===== config.mk =====
export PLATFORM = sky130hd
export DESIGN_NAME = bus_mux_driver
export DESIGN_NICKNAME = d
export VERILOG_FILES = /design/src/rtl/bus_mux_driver_pkg.sv /design/src/rtl/bus_mux_driver_onehot_encoder.sv /design/src/rtl/bus_mux_driver.sv
export SDC_FILE = /design/constraint.sdc
export NUM_CORES = 1
export LEC_CHECK = 0
export ABC_AREA = 1
export BUFFER_PORTS_ARGS = -buffer_cell sky130_fd_sc_hd__buf_2
export CELL_PAD_IN_SITES_DETAIL_PLACEMENT = 1
export CELL_PAD_IN_SITES_GLOBAL_PLACEMENT = 1
export CORE_AREA = 3 3 326 328
export DETAILED_ROUTE_END_ITERATION = 12
export DIE_AREA = 0 0 329 331
export GPL_ROUTABILITY_DRIVEN = 0
export GPL_TIMING_DRIVEN = 0
export PLACE_DENSITY = 0.36
export SYNTH_ARGS = -nofsm -noshare
export SYNTH_HDL_FRONTEND = slang
export SYNTH_SLANG_ARGS = --single-unit

===== constraint.sdc =====
create_clock -name clock -period 2 [get_ports clock]
set_input_delay 0.1 -clock clock [delete_from_list [all_inputs] [get_ports clock]]
set_output_delay 0.1 -clock clock [all_outputs]
set_load 0.03 [all_outputs]

===== src/rtl/bus_mux_driver_pkg.sv =====
// Shared definitions for the datapath bus source side.
// Contents:
//   - default widths for the bus mux (data, source count, select, counter)
//   - bus_state_t : control state encoding (IDLE/DRIVE/ERROR)
//   - SRC_*       : named bus source indices, i.e. bit positions in src_out
//                   and word positions in src_data
package bus_mux_driver_pkg;

  localparam int DATA_WIDTH = 32;
  localparam int NUM_SRC    = 24;
  localparam int SEL_WIDTH  = 5;
  localparam int CNT_WIDTH  = 16;

  typedef enum logic [1:0] {
    IDLE  = 2'd0,
    DRIVE = 2'd1,
    ERROR = 2'd2
  } bus_state_t;

  // General purpose registers occupy the low sixteen slots.
  localparam int SRC_R0     = 0;
  localparam int SRC_R1     = 1;
  localparam int SRC_R2     = 2;
  localparam int SRC_R3     = 3;
  localparam int SRC_R4     = 4;
  localparam int SRC_R5     = 5;
  localparam int SRC_R6     = 6;
  localparam int SRC_R7     = 7;
  localparam int SRC_R8     = 8;
  localparam int SRC_R9     = 9;
  localparam int SRC_R10    = 10;
  localparam int SRC_R11    = 11;
  localparam int SRC_R12    = 12;
  localparam int SRC_R13    = 13;
  localparam int SRC_R14    = 14;
  localparam int SRC_R15    = 15;
  // Special registers follow.
  localparam int SRC_HI     = 16;
  localparam int SRC_LO     = 17;
  localparam int SRC_ZHI    = 18;
  localparam int SRC_ZLO    = 19;
  localparam int SRC_PC     = 20;
  localparam int SRC_MDR    = 21;
  localparam int SRC_INPORT = 22;
  localparam int SRC_C      = 23;

endpackage


===== src/rtl/bus_mux_driver_onehot_encoder.sv =====
// One-hot to binary encoder for the bus out-enable requests.
// Ports:
//   i_req    in  NUM_SRC    out-enable request bits, one per source
//   o_index  out SEL_WIDTH  index of the set bit (valid when exactly one set)
//   o_zero   out 1          no request bit set
//   o_multi  out 1          two or more request bits set
module onehot_encoder #(
  parameter int NUM_SRC   = 24,
  parameter int SEL_WIDTH = 5
) (
  input  logic [NUM_SRC-1:0]   i_req,
  output logic [SEL_WIDTH-1:0] o_index,
  output logic                 o_zero,
  output logic                 o_multi
);

  // OR-ing the indices of all set bits yields the exact index when only one
  // bit is set; for multi-hot inputs the index is garbage but o_multi flags it.
  always_comb begin
    logic w_seen;
    w_seen  = 1'b0;
    o_index = '0;
    o_multi = 1'b0;
    for (int i = 0; i < NUM_SRC; i++) begin
      if (i_req[i]) begin
        if (w_seen) o_multi = 1'b1;
        w_seen  = 1'b1;
        o_index = o_index | SEL_WIDTH'(i);
      end
    end
  end

  assign o_zero = ~|i_req;

endmodule


===== src/rtl/bus_mux_driver.sv =====
// Datapath bus source side: selects one bus-attached register onto the
// registered BUS_MUX_OUT according to the one-hot out-enable requests.
// Ports:
//   clock        in   1                    system clock, rising edge
//   clear_n      in   1                    async active-low reset
//   src_data     in   NUM_SRC*DATA_WIDTH   source words, word i at [i*DATA_WIDTH +: DATA_WIDTH]
//   src_out      in   NUM_SRC              one-hot out-enable per source
//   req_valid    in   1                    control requests a transfer
//   req_ready    out  1                    request can be accepted (IDLE only)
//   BUS_MUX_OUT  out  DATA_WIDTH           registered bus value
//   bus_valid    out  1                    strobe: BUS_MUX_OUT holds a new transfer
//   bus_sel      out  SEL_WIDTH            index of last accepted source
//   conflict     out  1                    sticky multi-driver flag
//   err_clear    in   1                    clears conflict and leaves ERROR
//   xfer_count   out  CNT_WIDTH            completed transfers, saturating
//
// state | meaning
// IDLE  | ready for a request; accept samples src_out/src_data
// DRIVE | one cycle: new bus word presented, bus_valid high, transfer counted on exit
// ERROR | multi-hot request seen; requests ignored until err_clear
module bus_mux_driver #(
  parameter int DATA_WIDTH = bus_mux_driver_pkg::DATA_WIDTH,
  parameter int NUM_SRC    = bus_mux_driver_pkg::NUM_SRC,
  parameter int SEL_WIDTH  = bus_mux_driver_pkg::SEL_WIDTH,
  parameter int CNT_WIDTH  = bus_mux_driver_pkg::CNT_WIDTH
) (
  input  logic                          clock,
  input  logic                          clear_n,
  input  logic [NUM_SRC*DATA_WIDTH-1:0] src_data,
  input  logic [NUM_SRC-1:0]            src_out,
  input  logic                          req_valid,
  output logic                          req_ready,
  output logic [DATA_WIDTH-1:0]         BUS_MUX_OUT,
  output logic                          bus_valid,
  output logic [SEL_WIDTH-1:0]          bus_sel,
  output logic                          conflict,
  input  logic                          err_clear,
  output logic [CNT_WIDTH-1:0]          xfer_count
);

  import bus_mux_driver_pkg::*;

  bus_state_t              r_state;
  bus_state_t              w_next_state;
  logic [DATA_WIDTH-1:0]   r_bus_data;
  logic [SEL_WIDTH-1:0]    r_bus_sel;
  logic                    r_conflict;
  logic [CNT_WIDTH-1:0]    r_count;

  logic [SEL_WIDTH-1:0]    w_index;
  logic                    w_zero;
  logic                    w_multi;
  logic                    w_accept;
  logic [DATA_WIDTH-1:0]   w_sel_word;

  onehot_encoder #(
    .NUM_SRC   (NUM_SRC),
    .SEL_WIDTH (SEL_WIDTH)
  ) u_encoder (
    .i_req   (src_out),
    .o_index (w_index),
    .o_zero  (w_zero),
    .o_multi (w_multi)
  );

  // AND-OR mux: an all-zero request naturally selects 0, which is the
  // idle-bus default, and no index outside NUM_SRC is ever addressed.
  always_comb begin
    w_sel_word = '0;
    for (int i = 0; i < NUM_SRC; i++) begin
      w_sel_word = w_sel_word |
                   (src_data[i*DATA_WIDTH +: DATA_WIDTH] & {DATA_WIDTH{src_out[i]}});
    end
  end

  assign w_accept = req_valid && (r_state == IDLE);

  // State register
  always_ff @(posedge clock or negedge clear_n) begin
    if (!clear_n) r_state <= IDLE;
    else          r_state <= w_next_state;
  end

  // Next-state logic
  always_comb begin
    w_next_state = r_state;
    case (r_state)
      IDLE: begin
        if (w_accept) w_next_state = w_multi ? ERROR : DRIVE;
      end
      DRIVE:   w_next_state = IDLE;
      ERROR: begin
        if (err_clear) w_next_state = IDLE;
      end
      default: w_next_state = IDLE;
    endcase
  end

  // Output logic; req_ready is gated by clear_n so it reads 0 throughout reset.
  always_comb begin
    req_ready = 1'b0;
    bus_valid = 1'b0;
    case (r_state)
      IDLE:    req_ready = clear_n;
      DRIVE:   bus_valid = 1'b1;
      default: ;
    endcase
  end

  // Bus word, select, conflict flag and transfer counter.
  always_ff @(posedge clock or negedge clear_n) begin
    if (!clear_n) begin
      r_bus_data <= '0;
      r_bus_sel  <= '0;
      r_conflict <= 1'b0;
      r_count    <= '0;
    end else begin
      if (w_accept) begin
        if (w_multi) begin
          r_conflict <= 1'b1;
        end else begin
          r_bus_data <= w_sel_word;
          r_bus_sel  <= w_index;
        end
      end
      if ((r_state == ERROR) && err_clear) r_conflict <= 1'b0;
      // A transfer counts as complete on the edge that leaves DRIVE.
      if ((r_state == DRIVE) && (r_count != {CNT_WIDTH{1'b1}})) begin
        r_count <= r_count + 1'b1;
      end
    end
  end

  assign BUS_MUX_OUT = r_bus_data;
  assign bus_sel     = r_bus_sel;
  assign conflict    = r_conflict;
  assign xfer_count  = r_count;

endmodule


After elaboration in Yosys (flattened, before gate mapping) --
Cells that the tools add are included.
Cells by class: add/subtract/negate cells 1, multiply operators 0, divide/modulo/power cells 0, order comparisons 0, eq/ne operators 5, shift-type cells 0, mux-type cells 101, bitwise gates (word level) 48, reduce and logical (&&, ||, !) cells 9
Operator list (count):
- $and 32x32->32 | 24
- $or 32x32->32 | 23
- $mux 1 | 75
- $mux 5 | 8
- $mux 4 | 8
- $add 16x1->16 const B | 1
- $ne 16x16->1 const B | 1
- $mux 3 | 4
- $mux 2 | 5
- $reduce_and 2->1 | 3
- $ne 2x2->1 const B | 2
- $pmux 2 s2 | 1
- $reduce_bool 2->1 | 2
- $logic_and 1x1->1 | 3
- $eq 2x1->1 const B | 1
- $eq 2x2->1 const B | 1
- $logic_not 2->1 | 1
- $not 1->1 | 1
Storage, ports and cells: flip-flop bits (word level) 56, bits in latches 0, RAM bits 0, ROM bits 0, bits of input ports 796, output and inout bits 56, memories kept 0

Depth between registers and ports, before layout --
depth after elaboration 50, gate-level depth with buffers 16, mapped depth without buffers 14

By module --
A second synthesis with hierarchy kept.
Unflattened totals: cells, all modules 1953, area total of the unflattened synthesis 9024.9 µm²
Modules (own cells, without submodules):
- bus_mux_driver | times used 1, cells each 1862, area an instance 8585.7 µm², seq. area each 1401.3 µm²
- onehot_encoder | times used 1, cells each 91, area an instance 439.2 µm², seq. area each 0.0 µm²

Worst setup path before layout --
OpenSTA, ideal clock, no wires.
kind reg2reg, start point register r_count[0], in the netlist xfer_count[0], end point register r_count[11], in the netlist xfer_count[11], library setup time 81 ps, arrival time 1810 ps, data required time 1919 ps, slack 109 ps, stages on the path, launching flop included 12, path buffers 0, cell sequence dfrtp_1 -> ha_1 -> nand3_1 -> nor2_1 -> nand3_1 -> nand2_1 -> nor3_1 -> nand2_1 -> nor2_1 -> nand2_1 -> nor2_1 -> xor2_1
On the way: word-level cells in the longest chain between the ends 2, elaborated cells between the ends (all ways) 3
RTL lines:
- from (decl) | line bus_mux_driver.sv:48 | logic [CNT_WIDTH-1:0] r_count;
- from (signal assigned) | line bus_mux_driver.sv:129 | r_count <= r_count + 1'b1;
- branches (longest 2 deep; another with $add 16x1->16)
Several ways; the timed one is not identified. A chain may end at the register's enable or synchronous reset.

Worst setup path after layout --
start point input src_out[8], end point register r_bus_data[11], in the netlist BUS_MUX_OUT[11]
On the way: word-level cells in the longest chain between the ends 33, elaborated cells between the ends (all ways) 65
RTL lines:
- from (decl) | line bus_mux_driver.sv:30 | input logic [NUM_SRC-1:0] src_out,
- $mux 1 | line bus_mux_driver_onehot_encoder.sv:25 | if (i_req[i]) begin
- $mux 1 | line bus_mux_driver_onehot_encoder.sv:26 | if (w_seen) o_multi = 1'b1;
- $mux 1 | line bus_mux_driver_onehot_encoder.sv:25
- $mux 1 | line bus_mux_driver_onehot_encoder.sv:26
- $mux 1 | line bus_mux_driver_onehot_encoder.sv:25
- $mux 1 | line bus_mux_driver_onehot_encoder.sv:26
- $mux 1 | line bus_mux_driver_onehot_encoder.sv:25
- $mux 1 | line bus_mux_driver_onehot_encoder.sv:26
- [... 17 more ...]
- $mux 1 | line bus_mux_driver_onehot_encoder.sv:26
- $mux 1 | line bus_mux_driver_onehot_encoder.sv:25
- $mux 1 | line bus_mux_driver_onehot_encoder.sv:26
- $mux 1 | line bus_mux_driver_onehot_encoder.sv:25
- $mux 1 | line bus_mux_driver_onehot_encoder.sv:26
- $mux 1 | line bus_mux_driver_onehot_encoder.sv:25
- $not 1->1 (no line)
- $reduce_and 2->1 (no line)
- to (signal assigned) | line bus_mux_driver.sv:122 | r_bus_data <= w_sel_word;
- to (decl) | line bus_mux_driver.sv:45 | logic [DATA_WIDTH-1:0] r_bus_data;
Parallel ways exist; a longest one is shown, timed or not.

==> metrics.md <==
| Metric | Value |
|---|---|
| Avg WL per Cell | 34.9 um |
| CTS root buffer | clkbuf_16 |
| CTS tree | yes |
| Syn Inst Count | 1329 |
| DP HPWL | 108 mm |
| Worst Hold Class | input port to async pin |
| Pwr dens | 346 nW/um^2 |
| Initial antenna violation count | 71 |
| Sequential-to-total area share from yosys stat | 18.5% |
| Setup ws final | 0.0138 ns |
| RSZ-0062 raised after global routing | yes |
| Sink Count | 56 |
| Total number of vias | 14600 |
| Final setup vio count | 0 |
| Layout Nets | 3002 |
| Failing checks | hold timing |
| Synth warnings | 0 |
| Fin Hold WS | -0.129 ns |
| Count of different cell masters after synthesis | 32 |
| Hold Vio Cnt, Final | 56 |
| Crit. End Element | register |
| Worst relative slew slack | 8.34% |
| Highest Clock Rate | 503 MHz |
| Fin crit share | 99.3% |
| I/O pin cnt | 852 |
| Fin area | 15000 um^2 |
| Post-CTS Hold Buffers | 1 |
| Clock skew | 0.0113 ns |
| Ys flop type | dfrtp_1 |
| Max Slew Vio Count | 0 |
| #FFs+latches synth | 56 |
| Critical path required time | 2.22 ns |
| GRT Util Overall | 21.8% |
| Fillcell total | 12900 |
| Placed cell areas | 13700 um^2 |
| Design Power | 0.00519 W |
| Die X-Extent | 329 um |
| Final worst path period need | 1.99 ns |
| Clock buffer depth | 2 |
| Routed vias/inst | 4.06 |
| Routed Antenna Nets | 0 |
| Seq. cell area | 1400 um^2 |
| Count leader, synth | nand2_1 |
| Mapped Area | 7560 um^2 |
| Initial drt markers | 919 |
| Share of cells above drive strength 1 | 47.4% |
| Largest net degree at the start of global routing | 58 |
| Worst Path Arrival | 2.20 ns |
| Final WL | 126 mm |
| Post-synth ARST share | 100% |
| Leading area contributor after synthesis | nand2_1 |
| Cts bufs inserted | 5 |
| Startpoint types | input port |
| Outcome | complete, but fails checks |
| # rows | 118 |
| Post-Syn Nets | 2126 |
| Synthesized area per cell | 5.69 um^2 |
| Placement Setup Slack | -1.82 ns |
| Max_cap viols | 0 |
| Top post-synthesis cells by count | nand2_1 (681), nand4_1 (95), a22o_1 (78) |
| Pre-Repair DR Iteration Count | 5 |
| Multi-input combinational cell area | 6070 um^2 |
| Synth top area cells | nand2_1 (34%), dfrtp_1 (19%), a22o_1 (9.0%), nand4_1 (7.9%), nand3_1 (4.8%) |
| CP max FO | 8 |
| Starting density of the core | 7.31% |
| Global-route wire length before repair | 155 mm |
| VDD IR max | 0.000289 V |
| Core area | 103000 um^2 |
| CTS H-tree depth | 2 |
| Syn-to-layout area delta | 98.3% |
| Die Span Y | 331 um |
| Vias in the first global route | 15400 |
| Post-route setup TNS | 0 ns |
| Synth top area share | 33.8% |
| Skew-Pair Late Insertion Delay | 0.32 ns |
| Total grt overflow | 0 |
| Post-synth EDFFs | 0 |
| Residual DRC | 0 |
| Leak | 7.85 nW |
| Crit path kind | input port to register |
| Worst Tran Pin Value | 1.37 ns |
| Clock transition at the registers of the reported paths | 0.09 ns |
| DIE AREA | 109000 um^2 |
| IO Port Bufs | 827 |
==> critical path: stages <==
cell	delay [ns]
buf_2	0.18
clkbuf_1	0.41
a22o_1	0.32
a221oi_1	0.34
nand4_1	0.53
nand2_2	0.23
nand2_1	0.07
==> power by group <==
part / leakage, nW / internal [W] / total, W / switching [W]
Sequential: 0.778 / 0.00114 / 0.00114 / 0.00000567
Combinational: 7.00 / 0.00112 / 0.00302 / 0.00190
Clock: 0.0721 / 0.000480 / 0.00102 / 0.000542
==> sequential cells by signal (all words and copies together) (netlist names) <==
name	cells
bus_sel	5
conflict	1
BUS_MUX_OUT	32
r_state	2
xfer_count	16
==> cell usage in the layout (no fill, tap or decap), types with 4 or more instances in the layout <==
cell type	count
nor4_2	4
a221oi_1	30
clkbuf_4	16
nand2_1	674
buf_12	8
clkbuf_2	24
buf_8	4
nand4_1	95
xor2_1	14
clkbuf_16	16
a22o_1	78
a21oi_1	28
nand3_1	68
nor4_1	9
dfrtp_1	56
clkbuf_1	8
nand3_2	4
nand2_2	6
inv_1	34
a221o_1	4
a21oi_2	5
diode_2	21
nor2_1	29
nor3_1	11
a221oi_2	8
nor3_2	4
buf_2	844
nor4_4	5
nor2_4	11
clkbuf_8	5
buf_6	6
buf_4	40
a2111oi_2	8
o21ai_0	4
a211oi_1	9
==> metrics by stage <==
stage | instances | util [%]
after floorplan | 1329 | -
after global placement | 3536 | 13.0
after detailed placement | 3548 | 13.2
after CTS | 3568 | 14.1
after global routing | 3593 | 14.5
final | 3607 | 14.5
==> per-layer routing <==
layer	part of all wire (%)	wire (um)	up-vias	global-route usage (%)
met5	0.15	191	-	0
met4	2.1	2630	30	4.08
met3	7.4	9290	140	4.14
met2	48	60000	822	37.2
met1	43	53900	7266	28.7
li1	-	-	6374	-
==> path summary, 6_finish.rpt <==
path	start	cells past startpoint	end	slack (ns)
max	src_out[8]	7	BUS_MUX_OUT[11]$_DFFE_PN0P_	0.01
min	clear_n	1	xfer_count[8]$_DFFE_PN0P_	-0.13
max reg2reg	xfer_count[11]$_DFFE_PN0P_	8	xfer_count[4]$_DFFE_PN0P_	0.04
min reg2reg	BUS_MUX_OUT[29]$_DFFE_PN0P_	2	BUS_MUX_OUT[29]$_DFFE_PN0P_	0.47
max in group asynchronous	clear_n	1	bus_sel[0]$_DFFE_PN0P_	1.57
min in group clock	src_data[564]	5	BUS_MUX_OUT[20]$_DFFE_PN0P_	0.14
==> cell families after synthesis <==
logic type      synth area share [%]
compound gates                  19.2
flops                           18.5
simple gates                    52.9
buf+inv                         7.44
fa+ha+maj                      0.165
xor+xnor                        1.74
==> area by class of cell <==
class	count	share of cell area [%]
flip-flops and latches	56	9.34
multi-input cells	1135	40.4
plain buffers	103	6.30
clock inverters	3	0.183
diodes	21	0.350
well taps	1380	11.5
inverters	35	0.876
clock buffers	5	0.834
repair buffers	869	30.2
==> repair_timing <==
action,4_1_cts,5_1_grt
setup endpoints to repair,40,46
endpoints found under the hold margin,57,56
pin swaps,14,25
buffers inserted,11,17
gates cloned,0,2
gates resized for setup,175,67
No activity file was read; power rests on OpenSTA's default activity.
